File: src/rtl/shared_reg_arb_pkg.sv
// shared_reg_arb_pkg: shared types, defaults and width helper for the shared register arbiter
package shared_reg_arb_pkg;
    typedef enum logic {IDLE, GRANT} state_t;
    localparam int N_REQ_DEF = 4;
    localparam int W_DEF = 8;
    localparam int HOLD_MAX_DEF = 4;
    function automatic int idx_w(input int n);
        return (n < 2) ? 1 : $clog2(n);
    endfunction
endpackage

File: src/rtl/shared_reg_arbiter_rr_pick.sv
// rr_pick: combinational round-robin picker, first set req bit after last
module rr_pick import shared_reg_arb_pkg::*; #(
    parameter int N = N_REQ_DEF
) (
    input  logic [N-1:0]           req,
    input  logic [idx_w(N)-1:0]    last,
    output logic [N-1:0]           onehot,
    output logic [idx_w(N)-1:0]    idx,
    output logic                   valid
);
    localparam int IW = idx_w(N);
    logic [IW-1:0] pos;
    always_comb begin
        idx = '0;
        valid = 1'b0;
        pos = '0;
        for (int k = 1; k <= N; k++) begin
            pos = IW'((int'(last) + k) % N);
            if (!valid && req[pos]) begin
                valid = 1'b1;
                idx = pos;
            end
        end
        onehot = valid ? N'(1) << idx : '0;
    end
endmodule

File: src/rtl/shared_reg_arbiter.sv
// shared_reg_arbiter: round-robin write ownership and commit for one shared register
module shared_reg_arbiter import shared_reg_arb_pkg::*; #(
    parameter int N_REQ = N_REQ_DEF,
    parameter int W = W_DEF,
    parameter int HOLD_MAX = HOLD_MAX_DEF
) (
    input  logic                      clk,
    input  logic                      rst_n,
    input  logic [N_REQ-1:0]          req,
    input  logic [N_REQ-1:0]          we,
    input  logic [N_REQ*W-1:0]        wdata,
    output logic [N_REQ-1:0]          gnt,
    output logic [idx_w(N_REQ)-1:0]   owner,
    output logic                      busy,
    output logic [W-1:0]              q,
    output logic                      q_valid
);
    localparam int IW = idx_w(N_REQ);
    localparam int HW = idx_w(HOLD_MAX);
    localparam logic [HW-1:0] HOLD_TOP = HW'(HOLD_MAX - 1);
    state_t state;
    logic [IW-1:0] last_owner;
    logic [HW-1:0] hold_cnt;
    logic [N_REQ-1:0] pick_oh;
    logic [IW-1:0] pick_idx;
    logic pick_valid;
    // while granted, last_owner equals owner, so masking gnt yields the next other requester
    rr_pick #(.N(N_REQ)) u_pick (
        .req    (state == GRANT ? req & ~gnt : req),
        .last   (last_owner),
        .onehot (pick_oh),
        .idx    (pick_idx),
        .valid  (pick_valid)
    );
    always_ff @(posedge clk) begin
        if (!rst_n) begin
            state <= IDLE;
            gnt <= '0;
            owner <= '0;
            busy <= 1'b0;
            q <= '0;
            q_valid <= 1'b0;
            hold_cnt <= '0;
            last_owner <= IW'(N_REQ - 1);
        end else if (state == IDLE) begin
            if (pick_valid) begin
                state <= GRANT;
                gnt <= pick_oh;
                owner <= pick_idx;
                last_owner <= pick_idx;
                busy <= 1'b1;
                hold_cnt <= '0;
            end
        end else if (!req[owner]) begin
            state <= IDLE;
            gnt <= '0;
            busy <= 1'b0;
            hold_cnt <= '0;
        end else begin
            if (we[owner]) begin
                q <= wdata[owner*W +: W];
                q_valid <= 1'b1;
            end
            if (hold_cnt == HOLD_TOP && pick_valid) begin
                gnt <= pick_oh;
                owner <= pick_idx;
                last_owner <= pick_idx;
                hold_cnt <= '0;
            end else if (hold_cnt != HOLD_TOP) begin
                hold_cnt <= hold_cnt + 1'b1;
            end
        end
    end
endmodule

File: config.mk
export PLATFORM = sky130hd
export DESIGN_NAME = shared_reg_arbiter
export DESIGN_NICKNAME = d
export VERILOG_FILES = /design/src/rtl/shared_reg_arb_pkg.sv /design/src/rtl/shared_reg_arbiter_rr_pick.sv /design/src/rtl/shared_reg_arbiter.sv
export SDC_FILE = /design/constraint.sdc
export NUM_CORES = 1
export LEC_CHECK = 0
export ABC_AREA = 1
export CAP_MARGIN = 20
export CORE_UTILIZATION = 35
export CTS_CLUSTER_SIZE = 28
export DETAILED_ROUTE_END_ITERATION = 8
export MAX_ROUTING_LAYER = met4
export PLACE_DENSITY = 0.69
export SKIP_LAST_GASP = 1
export SYNTH_ARGS = -nofsm -noshare
export SYNTH_HDL_FRONTEND = slang
export SYNTH_SLANG_ARGS = --single-unit
File: constraint.sdc
create_clock -name clk -period 2 [get_ports clk]
set_input_delay 0.2 -clock clk [delete_from_list [all_inputs] [get_ports clk]]
set_output_delay 0.2 -clock clk [all_outputs]
set_load 0.05 [all_outputs]
==> metrics.yaml <==
clock_tree:
  cts-htree-levels: 1
  cts_setup_buffers: 0
  cts_tree: "done"
  clock_sinks: 21
  cts_made_buffers: 3
  clock_latency_ps: 260
  clock-root-buffer: "clkbuf_8"
  clk_path_buf_depth: 2
  cts_hold_buf: 0
  ctsResizeCount: 0
  clk_pin_slew_ps: 80
cells_and_area:
  fin_cells: 336
  syn2layout_area_growth_pct: 43.6
  diodes: 0
  layout_commonest_cell: "clkdlybuf4s50_1"
  mostFrequentLayoutCells: "55 x clkdlybuf4s50_1, 44 x nand2_1, 44 x nor2_1"
  final_cell_area_um2: 2180
  nNetsFinal: 330
  drive_gt1_share_pct: 14.0
worst_setup_path:
  crit_chain: "buf_4, nand3_1, nand2_1, nand2_1, nand2_4, nor2_8, a21oi_4, nand3_1, a21oi_1"
  cp-end-kind: "register"
  crit_path_start_kind: "register"
  timing.rr.end: "gnt[0]"
  worst-r2r-cell-count: 9
  reg2reg_from: "last_owner[0]"
  worstPathRequired_ps: 2190
  setup.worst_path.class: "reg2reg"
  cpPeakStageDelay_ps: 450
  critPathArrivalTime_ps: 1920
  rrSetupSlack_ps: 260
  path_delay_family: "simple AND/OR/NAND/NOR gates"
  crit_cells: 9
  critPathMaxFanout: 9
  critPathBufInv: 1
  slowest_stage: "dfxtp_1"
sta:
  slew_headroom_pct: 65.2
  worst_slew_pin_slew_ps: 520
  skew_ps: 1.52
  fin_setup_tns_ps: 0
  final-setup-viol-count: 0
  hold_viol: 0
  fin_crit_sh_pct: 86.9
  rsz0062_at_grt: "false"
  fmax_mhz: 575
  drv_slew: 0
  period_needed_ps: 1740
hold_path:
  hold_start: "hold_cnt[1]"
  whs_endpoint: "hold_cnt[1]"
  worstHoldPathCells: 2
  min-delay-path-class: "reg2reg"
global_route:
  track_usage_pct: 19.4
  use_met2_pct: 31.9
  grt_max_degree: 23
  grt-ovfl-total: 0
  top_usage_layer: "met2"
  met3_usage_pct: 3.33
  grt_pass1_vias: 1527
  grt_first_pass_wirelength_um: 6690
  grt_antenna_before_repair: 0
  use_met1_pct: 24.9
detailed_routing:
  routed_via_density: 4.91
  wl_per_cell_um: 11.6
  drtIter0Drc: 55
  dr_total_vias: 1650
  final_antenna_net_count: 0
  drt-total-wl_um: 3910
  firstDrtPassIters: 4
  route.detailed.drc: 0
status:
  status: "complete, no violations"
flow_run:
  maxCapViolCount: 0
floorplanning:
  die-area_um2: 4600
  fp.dieH_um: 67.8
  fp.dieW_um: 67.8
  start_util_pct: 37.1
  ios: 58
  placementRows: 23
  coreArea_um2: 4090
place:
  place_area_um2: 2130
  dp.cells: 332
  place_congestion: 0.842
  io_buffers: 57
  dp_hpwl_um: 3140
logic_synthesis:
  synthCells: 227
  synth_seq_cells: 21
  synth_fp_nets: 270
  avgSynthCellArea_um2: 6.68
  ys_warn_count: 0
  syn_area_um2: 1520
  synth.distinct_cells: 33
  yosysSeqAreaShare_pct: 27.7
power_and_ir_drop:
  power.leakage_nw: 0.902
  p_per_area_nw_per_um2: 1480
  peakVddDrop_uv: 684
-- through the flow --
| stage | util, % | total power, mW | setup WS, ps | hold WS, ps |
|---|---|---|---|---|
| 4_1_cts | 53.3 | 3.23 | 261 | 473 |
| 6_report | 53.3 | 3.22 | 262 | 473 |
| 2_1_floorplan | - | 2.41 | 195 | 338 |
| 5_1_grt | 53.3 | 3.48 | 97.4 | 498 |
| 3_5_place_dp | 52.2 | 2.95 | 68.9 | 462 |
| 3_3_place_gp | 52.2 | 2.95 | 67.3 | 458 |
-- worst register-to-register path, cell delays in order, from the launching register on --
cell	delay [ps]
dfxtp_1	450
buf_4	190
nand3_1	150
nand2_1	120
nand2_1	90
nand2_4	110
nor2_8	60
a21oi_4	230
nand3_1	120
a21oi_1	140
-- logic make-up after synthesis --
logic type / after synthesis / share of synthesized area, %
buf+inv: 21 / 7.43
compound gates: 51 / 19.4
simple gates: 133 / 44.6
flops: 21 / 27.7
fa+ha+maj: 1 / 0.825
-- cell usage after synthesis --
library cell  number  share of area (%)
nand2_4            4                3.0
or2_2              1               0.41
a31oi_1            8                3.3
inv_1              6                1.5
nor3_2             1               0.66
nand2_2            6                2.5
nand3_2            5                3.3
buf_12             1                1.3
inv_2              4               0.99
a21oi_1            9                3.0
inv_4              1               0.41
clkinv_1           1               0.25
o21ai_0           26                8.6
nand2_8            1                1.3
a21oi_4            1                1.1
nand3_4            2                2.3
nor2_8             1                1.3
nand2_1           44                 11
buf_1              1               0.25
o211ai_1           3                1.5
nand4_1            2               0.82
nand3_1           22                7.3
o21ai_1            1               0.33
clkbuf_1           2               0.50
o22ai_1            1               0.41
o21ai_2            1               0.58
buf_4              1               0.50
ha_1               1               0.82
buf_6              1               0.74
dfxtp_1           21                 28
buf_2              3               0.99
o211a_1            1               0.66
nor2_1            44                 11
-- worst max-delay path by stage --
stage	start	end	slack [ps]
final	last_owner[0]	gnt[0]	260
after global placement	req[2]	gnt[3]	70
after floorplan	owner[0]	owner[0]	200
after CTS	last_owner[0]	gnt[0]	260
after global routing	state	gnt[3]	100
after detailed placement	req[2]	gnt[0]	70
-- area by class of cell --
cell class / count / area [um2]
multi-input combinational: 185 / 983
inverter: 12 / 47.5
clock buffer: 4 / 45.0
timing repair buffer: 64 / 618
sequential: 21 / 420
tap: 50 / 62.6
fill: 407 / 1910
-- per-layer routing --
metal	up-vias	part of all wire, %
met5	-	0
li1	882	-
met4	0	0.64
met1	724	48
met3	4	4.8
met2	40	46
-- flip-flops by register name, summed over array words and instances (netlist names) --
register,flops
busy,1
gnt,4
hold_cnt,2
last_owner,2
owner,2
q,8
q_valid,1
state,1
-- report_power, final --
part	internal, mW	switching (mW)	leakage (nW)	total [mW]
sequential	0.565	0.131	0.172	0.696
combinational	0.778	1.47	0.707	2.25
clock	0.142	0.138	0.0228	0.279
total	1.48	1.74	0.902	3.22
Note: power is estimated with default switching activity, not from simulation.
